==> config.mk <==
export PLATFORM = sky130hd
export DESIGN_NAME = wishbone_arbitrator
export DESIGN_NICKNAME = d
export VERILOG_FILES = /design/src/rtl/wb_arb_pkg.sv /design/src/rtl/rr_priority_picker.sv /design/src/rtl/wishbone_arbitrator.sv
export SDC_FILE = /design/constraint.sdc
export NUM_CORES = 1
export LEC_CHECK = 0
export ABC_AREA = 0
export BUFFER_PORTS_ARGS = -buffer_cell sky130_fd_sc_hd__buf_2
export CORE_AREA = 5 5 163 165
export CTS_CLUSTER_DIAMETER = 50
export CTS_CLUSTER_SIZE = 10
export DETAILED_ROUTE_END_ITERATION = 7
export DIE_AREA = 0 0 168 170
export PLACE_DENSITY = 0.46
export SETUP_SLACK_MARGIN = 0.02
export SLEW_MARGIN = 10
export SYNTH_ARGS = -nofsm -noshare
export SYNTH_HDL_FRONTEND = slang
export SYNTH_SLANG_ARGS = --single-unit
export TNS_END_PERCENT = 10
==> constraint.sdc <==
create_clock -name CLK -period 2.7 [get_ports CLK]
set_clock_uncertainty 0.05 [all_clocks]
set_input_delay 0.135 -clock CLK [delete_from_list [all_inputs] [get_ports CLK]]
set_output_delay 0.135 -clock CLK [all_outputs]
set_load 0.02 [all_outputs]
==> src/rtl/wb_arb_pkg.sv <==
// Shared types and constants for the Wishbone manager arbitrator.
package wb_arb_pkg;

  typedef enum logic [1:0] {
    IDLE    = 2'd0,
    GRANTED = 2'd1,
    RELEASE = 2'd2
  } arb_state_t;

  localparam logic [31:0] WB_ARB_TIMEOUT_DATA  = 32'hBAD0_BAD0;
  localparam int          DEFAULT_NUM_MANAGERS = 3;

endpackage

==> src/rtl/rr_priority_picker.sv <==
// Combinational round-robin selector: first requester above last_grant, wrapping.
module rr_priority_picker #(
  parameter int NUM_REQ = 3,
  parameter int IDX_W   = (NUM_REQ > 1) ? $clog2(NUM_REQ) : 1
) (
  input  logic [NUM_REQ-1:0] req,
  input  logic [IDX_W-1:0]   last_grant,
  output logic [NUM_REQ-1:0] grant
);

  logic             found;
  logic [IDX_W-1:0] cand;

  always_comb begin
    grant = '0;
    found = 1'b0;
    cand  = '0;
    for (int i = 1; i <= NUM_REQ; i++) begin
      cand = IDX_W'((int'(last_grant) + i) % NUM_REQ);
      if (!found && req[cand]) begin
        grant[cand] = 1'b1;
        found       = 1'b1;
      end
    end
  end

endmodule

==> src/rtl/wishbone_arbitrator.sv <==
// Round-robin Wishbone arbitrator: N managers onto one decoder-facing bus, grant locked per cyc.
// Optional WB_ARB_TIMEOUT_EN: abort a stalled transfer with a synthetic ack after TIMEOUT_CYCLES.
module wishbone_arbitrator
  import wb_arb_pkg::*;
#(
  parameter int NUM_MANAGERS   = DEFAULT_NUM_MANAGERS,
  parameter int TIMEOUT_CYCLES = 255
) (
  input  logic                         CLK,
  input  logic                         nRST,
  input  logic [NUM_MANAGERS-1:0]      wbs_cyc_i_mgr,
  input  logic [NUM_MANAGERS-1:0]      wbs_stb_i_mgr,
  input  logic [NUM_MANAGERS-1:0]      wbs_we_i_mgr,
  input  logic [NUM_MANAGERS-1:0][31:0] wbs_adr_i_mgr,
  input  logic [NUM_MANAGERS-1:0][31:0] wbs_dat_i_mgr,
  input  logic [NUM_MANAGERS-1:0][3:0]  wbs_sel_i_mgr,
  output logic [NUM_MANAGERS-1:0]      wbs_ack_o_mgr,
  output logic [NUM_MANAGERS-1:0][31:0] wbs_dat_o_mgr,
  output logic                         wbs_cyc_o_m,
  output logic                         wbs_stb_o_m,
  output logic                         wbs_we_o_m,
  output logic [31:0]                  wbs_adr_o_m,
  output logic [31:0]                  wbs_dat_o_m,
  output logic [3:0]                   wbs_sel_o_m,
  input  logic                         wbs_ack_i_m,
  input  logic [31:0]                  wbs_dat_i_m,
  output logic [NUM_MANAGERS-1:0]      grant_o
);

  localparam int IDX_W = (NUM_MANAGERS > 1) ? $clog2(NUM_MANAGERS) : 1;

  if (NUM_MANAGERS < 2 || TIMEOUT_CYCLES < 1) begin : g_bad_cfg
    $error("wishbone_arbitrator: NUM_MANAGERS must be >= 2 and TIMEOUT_CYCLES >= 1");
  end

  arb_state_t              state, state_nxt;
  logic [NUM_MANAGERS-1:0] grant, grant_nxt, pick;
  logic [IDX_W-1:0]        last_grant, last_grant_nxt, gidx;
  logic                    timeout_hit;

  rr_priority_picker #(
    .NUM_REQ (NUM_MANAGERS),
    .IDX_W   (IDX_W)
  ) u_picker (
    .req        (wbs_cyc_i_mgr),
    .last_grant (last_grant),
    .grant      (pick)
  );

  always_comb begin
    gidx = '0;
    for (int i = 0; i < NUM_MANAGERS; i++) begin
      if (grant[i]) gidx = IDX_W'(i);
    end
  end

`ifdef WB_ARB_TIMEOUT_EN
  localparam int TO_W = $clog2(TIMEOUT_CYCLES + 1);
  logic [TO_W-1:0] to_cnt;

  // Fires on the TIMEOUT_CYCLES-th strobed cycle without an ack.
  assign timeout_hit = (state == GRANTED) && wbs_stb_i_mgr[gidx] && !wbs_ack_i_m &&
                       (to_cnt == TO_W'(TIMEOUT_CYCLES - 1));

  always_ff @(posedge CLK or negedge nRST) begin
    if (!nRST) begin
      to_cnt <= '0;
    end else if (state != GRANTED || wbs_ack_i_m) begin
      to_cnt <= '0;
    end else if (wbs_stb_i_mgr[gidx]) begin
      to_cnt <= to_cnt + 1'b1;
    end
  end
`else
  assign timeout_hit = 1'b0;
`endif

  // ---- state register ----
  always_ff @(posedge CLK or negedge nRST) begin
    if (!nRST) begin
      state      <= IDLE;
      grant      <= '0;
      last_grant <= IDX_W'(NUM_MANAGERS - 1);
    end else begin
      state      <= state_nxt;
      grant      <= grant_nxt;
      last_grant <= last_grant_nxt;
    end
  end

  always_comb begin
    state_nxt      = state;
    grant_nxt      = grant;
    last_grant_nxt = last_grant;
    case (state)
      IDLE: begin
        if (|wbs_cyc_i_mgr) begin
          grant_nxt = pick;
          state_nxt = GRANTED;
        end
      end
      GRANTED: begin
        if (!wbs_cyc_i_mgr[gidx] || timeout_hit) begin
          grant_nxt      = '0;
          last_grant_nxt = gidx;
          state_nxt      = RELEASE;
        end
      end
      RELEASE: state_nxt = IDLE;
      default: begin
        grant_nxt = '0;
        state_nxt = IDLE;
      end
    endcase
  end

  // ---- bus steering ----
  always_comb begin
    wbs_cyc_o_m   = 1'b0;
    wbs_stb_o_m   = 1'b0;
    wbs_we_o_m    = 1'b0;
    wbs_adr_o_m   = '0;
    wbs_dat_o_m   = '0;
    wbs_sel_o_m   = '0;
    wbs_ack_o_mgr = '0;
    wbs_dat_o_mgr = '0;
    if (state == GRANTED) begin
      wbs_cyc_o_m         = wbs_cyc_i_mgr[gidx] && !timeout_hit;
      wbs_stb_o_m         = wbs_stb_i_mgr[gidx] && !timeout_hit;
      wbs_we_o_m          = wbs_we_i_mgr[gidx];
      wbs_adr_o_m         = wbs_adr_i_mgr[gidx];
      wbs_dat_o_m         = wbs_dat_i_mgr[gidx];
      wbs_sel_o_m         = wbs_sel_i_mgr[gidx];
      wbs_ack_o_mgr[gidx] = wbs_ack_i_m || timeout_hit;
      wbs_dat_o_mgr[gidx] = timeout_hit ? WB_ARB_TIMEOUT_DATA : wbs_dat_i_m;
    end
  end

  assign grant_o = grant;

endmodule

Yosys cells after proc, flatten, opt, wreduce, memory -nomap -nowiden:

Cells that the tools add are included.

* output and inout bits: 173
* bits in read-only memories: 0
* register bits after elaboration: 7
* input bits: 248
* latch bits: 0
* bits in writable memories: 0
* memories kept: 0
* word-level logic and storage cells: 89

* bitwise gates (word level): 6
* $lt $le $gt $ge: 8
* shift operators: 0
* eq/ne operators: 4
* reductions and logical operators: 13
* divide/modulo/power cells: 3
* multiply operators: 0
* muxes and demuxes: 49
* add/subtract/negate cells: 3

Operators with widths (number)
* 32-bit 2-to-1 mux: 5
* 32-bit binary-select mux with 2-bit select: 2
* 96-bit bitwise AND: 1
* 32-bit by 3-bit remainder unit with 32-bit output, second input constant: 3
* 96-bit 2-to-1 mux: 1
* 32-bit demux with 2-bit select: 1
* 3-bit 2-to-1 mux: 6
* 1-bit 2-to-1 mux: 16
* 1-bit binary-select mux with 2-bit select: 6
* 2-bit by 3-bit < comparator with 1-bit output, second input constant: 4
* 3-bit case mux with 3 select lines: 1
* 4-bit binary-select mux with 2-bit select: 1
* 1-bit demux with 2-bit select: 4
* 2-bit by 1-bit greater-or-equal comparator with 1-bit output, second input constant: 4
* 4-bit 2-to-1 mux: 2
* 2-bit by 2-bit adder with 3-bit output, second input constant: 2
* 1-bit logical AND: 6
* 2-bit 2-to-1 mux: 3
* 3-bit bitwise OR: 2
* 2-bit inequality test, second input constant: 2
* 2-bit case mux with 2 select lines: 1
* 2-bit AND reduction: 2
* 2-bit by 1-bit adder with 3-bit output, second input constant: 1
* 3-bit bitwise AND: 1
* 7 further kinds: 9

Depth between registers and ports, before layout:

Gate-level depths: netlist of run 1.

* depth in word-level cells: 13
* depth in mapped cells: 7
* gate-level depth less buffers: 6

Hierarchy:

A second synthesis of run 1 with hierarchy kept.

* cell total of the unflattened synthesis: 501
* area, all modules: 3928.8 um2

Modules (own cells, without submodules)
* wishbone_arbitrator: area an instance 3701.0 um2, cells each 469, times used 1, seq. area each 176.4 um2
* rr_priority_picker: area an instance 227.7 um2, cells each 32, times used 1, seq. area each 0.0 um2

Worst setup path before layout of run 1:

Ideal clock, no wire load.

* path kind: reg-to-reg
* from: reg last_grant[1]
* to: reg grant[0] (netlist: grant_o[0])
* data arrival time: 1487 ps
* stages on the path, launching flop included: 7
* setup slack: 1031 ps
* clock period less this slack: 1669 ps
* required time: 2518 ps
* setup time: 132 ps
* path buffers: 1
* cells stage by stage: dfstp_2 > ha_1 > buf_2 > mux2i_1 > mux2i_1 > a221oi_1 > o21ai_0

* longest elaborated chain between the ends: 13
* elaborated cells between the ends (all ways): 40
* those cells by class: add/sub: 3; div: 3; order compare: 6; mux: 19; bitwise: 2; reduce/logical: 7

RTL lines
* start, declared: line wishbone_arbitrator.sv:38 `logic [IDX_W-1:0] last_grant, last_grant_nxt, gidx;`
* start signal, assigned: line wishbone_arbitrator.sv:83 `last_grant <= IDX_W'(NUM_MANAGERS - 1);`
* start signal, assigned: line wishbone_arbitrator.sv:87 `last_grant <= last_grant_nxt;`
* 2-bit by 1-bit adder with 3-bit output: line rr_priority_picker.sv:19 `cand = IDX_W'((int'(last_grant) + i) % NUM_REQ);`
* 32-bit by 3-bit remainder unit with 32-bit output: line rr_priority_picker.sv:19
* 2-bit by 3-bit < comparator with 1-bit output (implied by the code) (tied with other cells): line rr_priority_picker.sv:21 `grant[cand] = 1'b1;`
* 1-bit logical AND (implied by the code) / 1-bit 2-to-1 mux (equally long branches): line rr_priority_picker.sv:21, rr_priority_picker.sv:20
* 1-bit 2-to-1 mux, on equally long branches: line rr_priority_picker.sv:21, rr_priority_picker.sv:20
* 1-bit demux with 2-bit select / 1-bit zero test (equally long branches)
* 3-bit 2-to-1 mux / 1-bit logical AND (equally long branches): line rr_priority_picker.sv:20 `if (!found && req[cand]) begin`
* 3-bit bitwise OR (no source line) / 1-bit 2-to-1 mux (equally long branches)
* 3-bit 2-to-1 mux / 1-bit zero test (equally long branches): line rr_priority_picker.sv:20
* 3-bit bitwise OR (no source line) / 1-bit logical AND (equally long branches)
* 3-bit 2-to-1 mux *: line rr_priority_picker.sv:20
* 3-bit 2-to-1 mux *: line wishbone_arbitrator.sv:97 `if (|wbs_cyc_i_mgr) begin`
* 3-bit case mux with 3 select lines *: line wishbone_arbitrator.sv:95 `case (state)`
* end signal, assigned: line wishbone_arbitrator.sv:86 `grant <= grant_nxt;`
* end, declared: line wishbone_arbitrator.sv:37 `logic [NUM_MANAGERS-1:0] grant, grant_nxt, pick;`

Mark *: on every way between the ends. The rest lies on a longest branch, timed or not. The select of a mux whose other input is x is not followed.
A chain may end at the register's enable or synchronous reset.

==> results of run 1 <==
[state kept, by name, indices dropped and copies added, names as in the netlist]
signal      flops
state           2
grant_o         3
last_grant      2
[final cells by class]
| type | count | area (sq um) | share of cell area, % |
|---|---|---|---|
| tap | 330 | 413 | 7.47 |
| inverter | 6 | 22.5 | 0.408 |
| timing repair buffer | 429 | 2220 | 40.2 |
| multi-input combinational | 430 | 2610 | 47.1 |
| sequential | 7 | 184 | 3.33 |
| clock buffer | 4 | 78.8 | 1.43 |
[worst reg2reg max path, cell delays in order, from the launching register on]
cell      delay, ps
dfrtp_1         360
inv_1            80
ha_1            430
mux2i_1         210
mux2i_1         100
a221oi_1        290
o21ai_0         120
[synth_stat cells, drive strengths merged (2+ instances only)]
cell type	n
inv	6
ha	4
nor2b	2
o211ai	2
clkbuf	16
nand3b	2
nand3	4
mux2i	76
nand2	3
a21oi	70
o21ai	6
nand2b	4
and3	33
and2	66
buf	32
nor2	144
mux2	2
nor3	3
o2111ai	2
dfrtp	6
[cell usage in the layout, fill, tap and decap left out, types with 6 or more instances in the layout]
| cell | n |
|---|---|
| mux2i_1 | 75 |
| and3_1 | 33 |
| inv_1 | 6 |
| o21ai_0 | 6 |
| nor2_1 | 142 |
| and2_1 | 66 |
| buf_2 | 420 |
| a21oi_1 | 70 |
[per-layer routing]
| layer | vias up | routed length (microns) | track usage, % |
|---|---|---|---|
| met5 | - | 0 | 0 |
| met4 | 0 | 252 | 1.87 |
| met3 | 19 | 1580 | 2.65 |
| li1 | 2437 | - | - |
| met1 | 2109 | 6500 | 11.7 |
| met2 | 273 | 8620 | 20.2 |
[through the flow]
stage,power (mW),hold WS (ps),worst slack (ps),std cells,cell area (sq um)
CTS,5.55,222,505,1206,5530
floorplan,3.68,-211,1030,491,3040
finish,5.45,222,569,1206,5530
detailed placement,5.27,-67.2,765,1201,5440
global placement,5.28,-63.9,816,1201,5440
global route,5.96,255,346,1206,5530
[path summary, 6_finish.rpt]
| path | end | slack (ps) | depth (start not counted) |
|---|---|---|---|
| max | wbs_dat_o_mgr[60] | 570 | 4 |
| min | grant_o[0] | 220 | 2 |
| max reg2reg | grant_o[0] | 930 | 6 |
| min reg2reg | grant_o[0] | 480 | 2 |
| max in group asynchronous | last_grant[1] | 2140 | 2 |
| min in group CLK | grant_o[1] | 240 | 3 |
[cells by family (layout without fill, tap and decap cells)]
family,after synthesis,after routing
buffers and inverters,54,439
AND/OR/NAND/NOR,262,262
multiplexers,78,78
AO/OA/AOI/OAI,86,86
adder cells (fa/ha/maj),4,4
flip-flops,7,7
[report_power, final]
part	switching [mW]	internal, mW
combinational	3.21	1.75
sequential	0.0743	0.162
clock	0.0591	0.197
==> results.cfg, run 1 <==
[synthesis]
synth_compound_area_share_pct = 15.2
synth_cell_types = 35
synth_area_leaders = mux2i_1 (25%), nor2_1 (18%), and2_1 (14%)
yosys_warnings = 0
synth_fa_ha_area_share_pct = 1.65
synth_edf_count = 0
syn_inst = 491
synth.cell_area_sq_um = 3040
synthMuxAreaShare_pct = 26.5
ys.flop_type = dfrtp_1
yosys.area_share.simple_pct = 42.3
ys_seq_area_share_pct = 5.81
synth_top_cell_by_area = mux2i_1
syn_nets = 743
async_flop_share_pct = 100
netlist.area_leader.share_pct = 24.7
synth_top_family_by_area = simple AND/OR/NAND/NOR gates
synth_xor_area_share_pct = 0
synth_seq_cells = 7
avgSynthCellArea_sq_um = 6.18

[sta]
finalSetupTns_ps = 0
rsz0062_at_grt = no
worstMarginPinSlew_ps = 583
final_max_slew_viol_count = 0
max_freq_mhz = 469
timing.final.crit_share_pct = 78.9
setup_viol = 0
hold_viol_final = 0
relSlewSlack_pct = 61.0
period_minus_slack_ps = 2130

[layout]
area_growth_pct = 82.0
n_fill_cell = 2810
diodes = 0
nets = 1129
drive_gt1_share_pct = 50.5
finish.utilization_pct = 22.2

[global_routing]
overflow = 0
grt_max_degree = 94
grt_pass1_vias = 4892
antenna_found_initial = 0
grtUsageTotal_pct = 10.5
grt_pass1_wl_microns = 25300

[floorplan]
die_h_microns = 170
die_area_sq_um = 28600
start_util_pct = 12.2
io_pins = 421
die_w_microns = 168
core_area_sq_um = 24900
rows = 58

[clocking]
cts_buffer_depth = 2
cts_resized = 0
cts_tree = yes
ctsHoldBuffers = 1
h-tree-depth = 1
path_clk_slew_ps = 40
clockRootBuffer = clkbuf_16
clk_latency_ps = 230
clkSinkCount = 7
cts_buffers = 3
post_cts_buffers = 0

[detailed_routing]
drc_errors = 0
vias_per_cell = 4.01
drtIter0Drc = 99
vias = 4838
first_pass_iters = 4
antenna_left = 0
routed_wl_microns = 16900
wl_per_cell_microns = 14.0

[critical_path]
worstSetupPathType = flip-flop to primary output
start_kind = flip-flop
crit_arrival_ps = 1950
worstPathMaxFanout = 33
slowest_stage = nor2_4
cp-end-kind = primary output
cp_num_buf_inv = 1
slowest_delay_ps = 550
r2r-start = last_grant[0]
cp_top_family = simple AND/OR/NAND/NOR gates
cp.required_ps = 2520
crit_start = state[1]
path_cells = nand2b_4, nor2_4, and2_1, buf_2

[placement]
place_congestion = 0.827
detailed_place_hpwl_microns = 14200
port_buffers = 420

[power]
vdd_drop_max_mv = 0.549
powerDensity_nw_per_um2 = 987
p_leak_nw = 3.25

[job]
max-cap-violations = 0

[status]
status = finished, final reports clean

[hold_path]
hold_path.class = input port to async pin
(Power assumes the default switching activity.)
==> inputs of run 2 (changes only) <==
Settings changed: CORE_AREA 5 5 163 165 to 5 5 158 160, DIE_AREA 0 0 168 170 to 0 0 163 165, PLACE_DENSITY 0.46 to 0.48.
Clock period 2.7 ns to 2.12 ns, I/O delays scaled along.
==> results.cfg, run 2 (synthesized netlist as in run 1, its figures left out) <==
[critical_path]
worstPathMaxFanout = 33
path_cells = buf_4, nor3_2, buf_4, and2_1, buf_2
crit_top_cell = buf_4
crit_arrival_ps = 1780
slowest_delay_ps = 490
cp.required_ps = 1960
worstSetupPathType = flip-flop to primary output
cp-end-kind = primary output
reg2reg_depth = 6
r2r_end = grant_o[0]
crit_start = grant_o[1]
start_kind = flip-flop
r2r-start = last_grant[0]
slowest_stage = dfrtp_4
endpoint = wbs_ack_o_mgr[0]
r2r_setup_slack_ps = 310

[layout]
layout_common_cells = buf_2 (420), nor2_1 (142), mux2i_1 (75)
drive_gt1_share_pct = 50.9
final_common_cell = buf_2
area_growth_pct = 84.0
diodes = 0
nets = 1137
largest_reg_flops = 3
design_area_sq_um = 5580

[floorplan]
rows = 56
die_h_microns = 165
die_w_microns = 163
start_util_pct = 13.0
die_area_sq_um = 26900
core_area_sq_um = 23300
io_pins = 421

[global_routing]
antenna_found_initial = 0
grt_pass1_vias = 4773
grt_pass1_wl_microns = 25100
grt_max_degree = 93
grtUsageTotal_pct = 11.4
overflow = 0

[clocking]
clk_latency_ps = 230
path_clk_slew_ps = 40
cts_resized = 0
h-tree-depth = 1
cts_buffer_depth = 2
cts_buffers = 3
clockRootBuffer = clkbuf_16
cts_tree = yes
clkSinkCount = 7

[sta]
relSlewSlack_pct = 70.5
hold_viol_final = 0
period_minus_slack_ps = 1940
setup_ws_ps = 184
whs_ps = 198
setup_viol = 0
worstMarginPinSlew_ps = 439
finalSetupTns_ps = 0
rsz0062_at_grt = no
final_max_slew_viol_count = 0
max_freq_mhz = 517
timing.final.crit_share_pct = 91.3

[power]
vdd_drop_max_mv = 0.509
pwr-share-seq_pct = 4.2
p_sw_share_pct = 60.9
switching_power_mw = 4.34
powerDensity_nw_per_um2 = 1280
pwr-share-clk_pct = 4.6
p_leak_nw = 3.30
pwr-share-comb_pct = 91.3
intPower_mw = 2.78

[placement]
detailed_place_hpwl_microns = 14800
place_congestion = 0.776
port_buffers = 420
place_ws_ps = 127
place_area_sq_um = 5470

[detailed_routing]
vias = 4868
antenna_left = 0
drtIter0Drc = 160
wl_per_cell_microns = 14.7
first_pass_iters = 6
vias_per_cell = 4.05
drc_errors = 0
routed_wl_microns = 17700

[job]
max-cap-violations = 0

[status]
status = finished, final reports clean

[hold_path]
hold_path.class = input port to async pin
[run 2: changes by cell type in the layout (fill, tap and decap cells not counted)]
cell    change
buf_12      +1
buf_4       +7
[run 2: stage by stage]
step	util [%]	std cells	power, mW
floorplan	-	491	4.69
global placement	23.5	1194	6.85
detailed placement	23.5	1194	6.82
CTS	24.0	1203	7.22
global route	24.0	1203	7.80
finish	24.0	1203	7.12
[run 2: worst min-delay path by stage]
stage	endpoint	slack (ps)	depth (start not counted)
2_1_floorplan	grant_o[0]	-240	0
3_3_place_gp	grant_o[0]	-90	1
3_5_place_dp	grant_o[0]	-90	1
4_1_cts	last_grant[0]	200	2
5_1_grt	state[0]	230	2
6_report	state[0]	200	2
[run 2: per-layer routing]
layer | wire (microns) | up-vias | track usage, %
met3 | 1680 | 7 | 2.72
met5 | 0 | - | 0
li1 | - | 2447 | -
met4 | 52 | 0 | 0.724
met2 | 8820 | 261 | 21.3
met1 | 7110 | 2153 | 13.8
[run 2: worst max-delay path: cells and delay by family (launching register included)]
family	cells	cell delay, ps
flip-flops	1	490
AND/OR/NAND/NOR	2	380
buffers and inverters	3	670
[run 2: power groups by stage]
stage	combinational [mW]	sequential, mW	clock [mW]
2_1_floorplan	4.44	0.255	0
3_3_place_gp	6.50	0.352	0
3_5_place_dp	6.47	0.352	0
4_1_cts	6.59	0.300	0.328
5_1_grt	7.15	0.310	0.340
6_report	6.50	0.298	0.324
[run 2: area by class of cell]
cell class,instances,area (sq um)
multi-input cells,430,2610
clock buffers,4,78.8
repair buffers,437,2290
flip-flops and latches,7,184
well taps,319,399
fillers,2666,17700
inverters,6,22.5
[run 2: what timing repair did]
item,in CTS,in global routing
hold buffers,1,0
buffers inserted,4,0
hold endpoints to repair,7,0
endpoints found under the setup margin,1,0
==> inputs of run 3 (changes only) <==
==> constraint.sdc (replaced) <==
create_clock -name CLK -period 2.12 [get_ports CLK]
set_clock_uncertainty 0.05 [all_clocks]
set_input_delay 0.212 -clock CLK [delete_from_list [all_inputs] [get_ports CLK]]
set_output_delay 0.212 -clock CLK [all_outputs]
set_load 0.02 [all_outputs]
==> results.cfg, run 3 (synthesized netlist as in run 1, its figures left out) <==
[critical_path]
cp_top_family = buffers and inverters
start_kind = flip-flop
worstSetupPathType = flip-flop to primary output
crit_top_cell = buf_4
slowest_stage = dfrtp_4
cp-end-kind = primary output
worstPathMaxFanout = 33
path_cells = buf_4, nand2b_1, nor2_4, buf_4, and2_1, buf_2
crit_arrival_ps = 1710
cp.required_ps = 1860
cp_num_buf_inv = 3
slowest_delay_ps = 480

[clocking]
cts_tree = yes
clkSinkCount = 7
cts_buffer_depth = 2
cts_buffers = 3
clk_latency_ps = 230
h-tree-depth = 1
clockRootBuffer = clkbuf_16
path_clk_slew_ps = 40

[layout]
nets = 1144
largest_reg_flops = 3
drive_gt1_share_pct = 51.6
layout_common_cells = buf_2 (420), nor2_1 (142), mux2i_1 (74)
final_common_cell = buf_2
diodes = 0
finish.utilization_pct = 24.4
stdcell_count = 1210
area_growth_pct = 87.2

[detailed_routing]
first_pass_iters = 4
drc_errors = 0
vias_per_cell = 4.04
wl_per_cell_microns = 14.5
antenna_left = 0
vias = 4886
drtIter0Drc = 205
routed_wl_microns = 17600

[floorplan]
die_h_microns = 165
die_w_microns = 163
core_area_sq_um = 23300
start_util_pct = 13.0
rows = 56
die_area_sq_um = 26900
io_pins = 421

[sta]
hold_viol_final = 0
rsz0062_at_grt = no
max_freq_mhz = 508
worstMarginPinSlew_ps = 494
timing.final.crit_share_pct = 92.8
finalSetupTns_ps = 0
final_max_slew_viol_count = 0
relSlewSlack_pct = 66.8
period_minus_slack_ps = 1970
setup_viol = 0

[placement]
port_buffers = 420
place_congestion = 0.768
dp.cells = 1202
detailed_place_hpwl_microns = 14800

[power]
p_sw_share_pct = 60.0
pwr-share-comb_pct = 91.5
pwr-share-seq_pct = 4.0
vdd_drop_max_mv = 0.644
switching_power_mw = 4.37
powerDensity_nw_per_um2 = 1280
pwr-share-clk_pct = 4.5
p_leak_nw = 3.35
intPower_mw = 2.91

[global_routing]
grt_busiest_layer = met2
antenna_found_initial = 0
use_met3_pct = 2.72
met2_usage_pct = 21.1
grt_pass1_wl_microns = 24700
grt_pass1_vias = 4746
use_met1_pct = 13.2
grt_max_degree = 84
overflow = 0
grtUsageTotal_pct = 11.4

[hold_path]
hold_path.class = input port to async pin

[status]
status = finished, final reports clean

[job]
max-cap-violations = 0
[run 3: cell types whose count changed in the layout (fill, tap and decap cells not counted), sizes merged]
| cell | change |
|---|---|
| buf | +6 |
| bufbuf | +1 |
| clkbuf | -1 |
| clkinv | +1 |
[run 3: worst paths after layout]
kind | startpoint | to | depth (start not counted) | slack (ps)
setup / recovery | grant_o[1] | wbs_dat_o_mgr[37] | 6 | 150
hold / removal | nRST | grant_o[2] | 2 | 300
setup reg to reg | last_grant[1] | grant_o[2] | 6 | 300
hold reg to reg | grant_o[0] | grant_o[0] | 2 | 460
max in group asynchronous | nRST | last_grant[1] | 2 | 1480
min in group CLK | wbs_cyc_i_mgr[1] | grant_o[1] | 3 | 340
[run 3: repair_timing]
item                                    4_1_cts  5_1_grt
buffers inserted                              2        0
gates resized for setup                       3        1
hold endpoints to repair                      7        0
hold buffers                                  1        0
endpoints found under the setup margin        1        8
cloned                                        1        0
[run 3: power by group through the flow]
stage	registers, mW	logic [mW]	clock network (mW)
after CTS	0.299	6.72	0.332
after global routing	0.312	7.27	0.338
after floorplan	0.255	4.44	0
after detailed placement	0.310	6.58	0
final	0.293	6.66	0.324
after global placement	0.310	6.61	0
[run 3: worst reg2reg max path, delay by kind of cell, from the launching register on]
family	cells	cell delay (ps)
flip-flops	1	550
AO/OA/AOI/OAI	2	520
adder cells (fa/ha/maj)	1	250
AND/OR/NAND/NOR	1	150
multiplexers	1	140
buffers and inverters	1	60
[run 3: routing by layer]
layer,up-vias,part of all wire [%]
met5,-,0
met4,0,1.8
met3,17,9.2
met2,281,50
met1,2129,39
li1,2459,-
[run 3: cell type report]
cell class | count | area, sq um
Multi-Input combinational cell | 430 | 2610
Sequential cell | 7 | 184
Clock buffer | 3 | 75.1
Timing Repair Buffer | 444 | 2380
Inverter | 6 | 22.5
Clock inverter | 1 | 5.00
Tap cell | 319 | 399
Fill cell | 2602 | 17600
[run 3: metrics by stage]
stage          area, sq um  power (mW)  setup slack [ps]  hold slack [ps]
2_1_floorplan         3040        4.69               434             -134
3_3_place_gp          5530        6.91              68.8             14.9
3_5_place_dp          5530        6.89              25.8             16.0
4_1_cts               5680        7.35              81.2              302
5_1_grt               5680        7.92              31.5              339
6_report              5680        7.27               152              302
